[config.mk]
export PLATFORM = sky130hd
export DESIGN_NAME = sr_flag_bank
export DESIGN_NICKNAME = d
export VERILOG_FILES = /design/src/rtl/sr_flag_bank.sv
export SDC_FILE = /design/constraint.sdc
export NUM_CORES = 1
export LEC_CHECK = 0
export ABC_AREA = 1
export CAP_MARGIN = 20
export CORE_MARGIN = 3
export CORE_UTILIZATION = 47
export DETAILED_ROUTE_END_ITERATION = 8
export GPL_TIMING_DRIVEN = 0
export PLACE_DENSITY = 0.89
export SETUP_SLACK_MARGIN = 0.4
export SYNTH_ARGS = -nofsm -noshare
export SYNTH_HDL_FRONTEND = slang
export SYNTH_SLANG_ARGS = --single-unit
[constraint.sdc]
create_clock -name clk -period 2.3 [get_ports clk]
set_input_delay 0.46 -clock clk [delete_from_list [all_inputs] [get_ports clk]]
set_output_delay 0.46 -clock clk [all_outputs]
set_load 0.02 [all_outputs]
[src/rtl/sr_flag_bank.sv]
// Bank of CH clocked set/reset flags with configurable conflict resolution,
// optional edge-triggered inputs, rise/conflict pulses and a saturating conflict counter.

module sr_flag_lane #(
  parameter int MODE = 0,
  parameter int EDGE = 0
) (
  input  logic clk,
  input  logic rst_n,
  input  logic s,
  input  logic r,
  input  logic clr_all,
  output logic q,
  output logic rise,
  output logic conflict,
  output logic conf_now
);
  logic eff_s, eff_r, q_next;

  if (EDGE != 0) begin : g_edge
    logic s_d, r_d;
    // History is cleared by reset, so a level already high after reset counts as an edge.
    always_ff @(posedge clk or negedge rst_n) begin
      if (!rst_n) begin
        s_d <= 1'b0;
        r_d <= 1'b0;
      end else begin
        s_d <= s;
        r_d <= r;
      end
    end
    assign eff_s = s & ~s_d;
    assign eff_r = r & ~r_d;
  end else begin : g_level
    assign eff_s = s;
    assign eff_r = r;
  end

  assign conf_now = eff_s & eff_r;

  always_comb begin
    q_next = q;
    if (clr_all) begin
      q_next = 1'b0;
    end else begin
      case ({eff_s, eff_r})
        2'b10:   q_next = 1'b1;
        2'b01:   q_next = 1'b0;
        2'b11: begin
          case (MODE)
            0:       q_next = 1'b0;
            1:       q_next = 1'b1;
            2:       q_next = ~q;
            default: q_next = q;
          endcase
        end
        default: q_next = q;
      endcase
    end
  end

  always_ff @(posedge clk or negedge rst_n) begin
    if (!rst_n) begin
      q        <= 1'b0;
      rise     <= 1'b0;
      conflict <= 1'b0;
    end else begin
      q        <= q_next;
      rise     <= q_next & ~q;
      conflict <= conf_now;
    end
  end
endmodule

module sr_flag_bank #(
  parameter int CH    = 8,
  parameter int MODE  = 0,
  parameter int EDGE  = 0,
  parameter int CNT_W = 8
) (
  input  logic             clk,
  input  logic             rst_n,
  input  logic [CH-1:0]    s,
  input  logic [CH-1:0]    r,
  input  logic             clr_all,
  output logic [CH-1:0]    q,
  output logic [CH-1:0]    q_b,
  output logic [CH-1:0]    rise,
  output logic [CH-1:0]    conflict,
  output logic [CNT_W-1:0] conflict_cnt,
  output logic             any_q
);
  if (MODE < 0 || MODE > 3) begin : g_bad_mode
    $fatal(1, "sr_flag_bank: MODE must be 0..3");
  end
  if (EDGE < 0 || EDGE > 1) begin : g_bad_edge
    $fatal(1, "sr_flag_bank: EDGE must be 0 or 1");
  end
  if (CH < 1 || CNT_W < 1) begin : g_bad_size
    $fatal(1, "sr_flag_bank: CH and CNT_W must be >= 1");
  end

  logic [CH-1:0] conf_now;

  for (genvar i = 0; i < CH; i++) begin : g_lane
    sr_flag_lane #(.MODE(MODE), .EDGE(EDGE)) u_lane (
      .clk      (clk),
      .rst_n    (rst_n),
      .s        (s[i]),
      .r        (r[i]),
      .clr_all  (clr_all),
      .q        (q[i]),
      .rise     (rise[i]),
      .conflict (conflict[i]),
      .conf_now (conf_now[i])
    );
  end

  assign q_b   = ~q;
  assign any_q = |q;

  // One count per cycle regardless of how many channels collide; sticks at all-ones.
  always_ff @(posedge clk or negedge rst_n) begin
    if (!rst_n) begin
      conflict_cnt <= '0;
    end else if (clr_all) begin
      conflict_cnt <= '0;
    end else if ((|conf_now) && (conflict_cnt != {CNT_W{1'b1}})) begin
      conflict_cnt <= conflict_cnt + 1'b1;
    end
  end
endmodule
==> results.toml <==
[flow_run]
maxCapViolations = 0

[setup_path]
critical_path.max_stage_delay_ns = 0.46
critical_path.n_buffers_inverters = 1
worstPathCellList = "nor4_4 > nand3_1 > clkdlybuf4s15_2"
setup_crit_start_kind = "register"
rr_endpoint = "conflict_cnt[7]"
worstReg2RegStart = "conflict_cnt[0]"
arrival_ns = 1.43
endpoint_kind = "output pin"
timing.critical_path.max_delay_family = "flip-flops"
crit_required_ns = 1.84
r2r_depth = 8
path_class = "register to output pin"
critical_path_peak_fanout = 4
cp_slowest_cell = "sky130_fd_sc_hd__dfrtp_2"
rrSetupSlack_ns = 0.82

[placement]
placement.io_buffers = 59
detailedPlace.worstSlack_ns = 0.422
gpl.final_weighted_congestion = 0.739
dp_hpwl_um = 2890

[global_routing]
globalRouteTotalUtil = 0.198
antenna_found_initial = 0
via_count_of_the_first_global_routing_pass = 1422
global_route_wire_length_before_repair_um = 6320
grt_max_degree = 33
total_overflow_reported_by_the_global_router = 0

[sta]
setup_viol_count_final = 0
setup_total_negative_slack_ns = 0
layout_min_cycle_time_ns = 1.89
max_slew_margin = 0.545
post-route-worst-setup-slack_ns = 0.414
timing.clock.skew_ns = 0.00345
max_freq_mhz = 530
rsz0062_at_grt = "true"
hold_ws_ns = 0.171
post-route-period-util = 0.820
finalHoldViolations = 0
worst-slew-pin-transition_ns = 0.682
report.final.slew_viol_count = 0

[layout]
num_antenna_cells = 0
fraction_of_layout_cells_with_a_size_suffix_above_1 = 0.187
area_growth_syn_to_layout_pct = 45.9
num-nets-final = 270
num-fill-cells = 245

[die]
rows = 20
core-area_um2 = 3130
start_util = 0.508
die_area_um2 = 4110
die-height_um = 64.1
ioPinCount = 60
die_wd_um = 64.1

[synthesis]
yosys.area.top_type = "sky130_fd_sc_hd__dfrtp_1"
synthCells = 184
total_standard_cell_area_after_synthesis_um2 = 1590
synth.lib_cells_used.distinct = 20
synth_warnings = 0
synth_seq_cells = 32
post_synth.cell_area_avg_um2 = 8.64
syn-num-nets = 204
register_area_share_after_synthesis = 0.504
synth_top_area_share = 0.504
synth.area.top_cells = "sky130_fd_sc_hd__dfrtp_1 (50%), sky130_fd_sc_hd__buf_4 (11%), sky130_fd_sc_hd__nand2_1 (9.7%)"

[outcome]
run_status = "finished clean"

[route]
avgRoutedWirePerCell_um = 12.5
detailedRoute.firstPassIterationCount = 4
detailroute.via_count = 1365
wl_um = 3700
postRouteAntennaNets = 0
drtIter0Drc = 60
via_to_cell_ratio = 4.63
drc_viols = 0

[cts]
number_of_cts_inserted_buffers = 5
clkSlewWorstSetupHoldPaths_ns = 0.10
cts_num_sinks = 32
number_of_buffers_inserted_to_repair_setup_after_cts = 0
cts_max_level = 2
tritoncts = "yes"
cts_root_buffer = "sky130_fd_sc_hd__clkbuf_4"
maximum_clock_insertion_buffer_count = 2
clk_lat_worst_skew_ns = 0.31

[pwr]
leakagePower_nw = 1.38
cellPowerDensity_nw_per_um2 = 512
power.ir.vdd_worst_mv = 0.472

[hold_path]
worstHoldPathType = "input port to async pin"
[cell usage in the layout (no fill, tap or decap), types with 3 or more instances in the layout]
master,n
sky130_fd_sc_hd__nor2_1,17
sky130_fd_sc_hd__clkbuf_4,5
sky130_fd_sc_hd__dlymetal6s2s_1,10
sky130_fd_sc_hd__xor2_1,3
sky130_fd_sc_hd__inv_1,28
sky130_fd_sc_hd__dlygate4sd2_1,13
sky130_fd_sc_hd__nor3_1,9
sky130_fd_sc_hd__buf_4,24
sky130_fd_sc_hd__nand2_1,41
sky130_fd_sc_hd__nand4_1,4
sky130_fd_sc_hd__buf_2,3
sky130_fd_sc_hd__dfrtp_1,30
sky130_fd_sc_hd__nand3_1,12
sky130_fd_sc_hd__clkdlybuf4s50_1,34
[cells in the mapped netlist]
cell type	n
sky130_fd_sc_hd__nor2_1	17
sky130_fd_sc_hd__inv_1	28
sky130_fd_sc_hd__nand2_8	1
sky130_fd_sc_hd__buf_4	24
sky130_fd_sc_hd__nand3_4	1
sky130_fd_sc_hd__dfrtp_1	32
sky130_fd_sc_hd__nand2_4	2
sky130_fd_sc_hd__xor2_1	3
sky130_fd_sc_hd__a21oi_1	1
sky130_fd_sc_hd__nor3_1	9
sky130_fd_sc_hd__inv_2	1
sky130_fd_sc_hd__ha_1	1
sky130_fd_sc_hd__nand2_1	41
sky130_fd_sc_hd__nor4_1	1
sky130_fd_sc_hd__nor2_4	1
sky130_fd_sc_hd__buf_2	2
sky130_fd_sc_hd__nand2_2	2
sky130_fd_sc_hd__o21bai_1	1
sky130_fd_sc_hd__nand3_1	12
sky130_fd_sc_hd__nand4_1	4
[how the worst max path moves through the flow]
stage / from / end / slack (ns) / cells past startpoint
after global placement: rst_n / g_lane[5].u_lane.rise / 0.17 / 1
after detailed placement: g_lane[2].u_lane.q / any_q / 0.42 / 3
after global routing: g_lane[6].u_lane.q / any_q / 0.31 / 3
after CTS: g_lane[2].u_lane.q / any_q / 0.38 / 3
after floorplan: conflict_cnt[1] / conflict_cnt[7] / 0.83 / 8
final: g_lane[2].u_lane.q / any_q / 0.41 / 3
[registers in the layout, indices dropped and copies added (netlist names)]
signal,cells
conflict_cnt,8
g_lane.u_lane.q,8
g_lane.u_lane.rise,8
g_lane.u_lane.conflict,8
[worst register-to-register path: cells and delay by family, from the launching register on]
family	cells	cell delay, ns
flops	1	0.43
simple gates	7	0.71
fa+ha+maj	1	0.25
[report_power, final]
| group | leakage [nW] | switching [mW] | internal, mW | total [mW] |
|---|---|---|---|---|
| sequential | 0.424 | 0.0226 | 0.588 | 0.611 |
| clock | 0.0380 | 0.181 | 0.145 | 0.326 |
| combinational | 0.918 | 0.127 | 0.122 | 0.249 |
[layout make-up]
cell class                 count  area [um^2]  share of cell area
buffer                        26          190              0.0820
clock buffer                   6         51.3              0.0221
clock inverter                 2         10.0             0.00432
inverter                      29          109              0.0470
multi-input combinational     97          504               0.217
sequential                    32          803               0.346
tap                           44         55.1              0.0237
timing repair buffer          59          596               0.257
[what timing repair did]
| action | CTS | global route |
|---|---|---|
| resized for setup | 17 | 13 |
| cloned | 0 | 0 |
| hold buffers | 0 | 0 |
| hold endpoints to repair | 0 | 0 |
| endpoints found under the setup margin | 14 | 11 |
[logic make-up (layout without fill, tap and decap cells)]
logic type / Yosys count / after routing / share of synthesized area
compound gates: 2 / 2 / 0.00787
xor+xnor: 3 / 3 / 0.0165
fa+ha+maj: 1 / 1 / 0.00787
buf+inv: 55 / 122 / 0.188
flops: 32 / 32 / 0.504
simple gates: 91 / 91 / 0.276
[metrics by stage]
| stage | total power [mW] | utilization | cell area [um^2] | std cells |
|---|---|---|---|---|
| 3_3_place_gp | 0.872 | 0.714 | 2230 | 287 |
| 6_report | 1.19 | 0.741 | 2320 | 295 |
| 3_5_place_dp | 0.879 | 0.713 | 2230 | 287 |
| 4_1_cts | 1.20 | 0.730 | 2280 | 295 |
| 2_1_floorplan | 0.745 | - | 1590 | 184 |
| 5_1_grt | 1.25 | 0.741 | 2320 | 295 |
[routing by layer]
layer / share of wire / GRT usage / vias up
met2: 0.53 / 0.351 / 50
met3: 0.067 / 0.0721 / 4
met5: 0 / 0 / -
li1: - / - / 671
met1: 0.40 / 0.232 / 640
met4: 0.0060 / 0.0317 / 0
No activity file was read; power rests on OpenSTA's default activity.
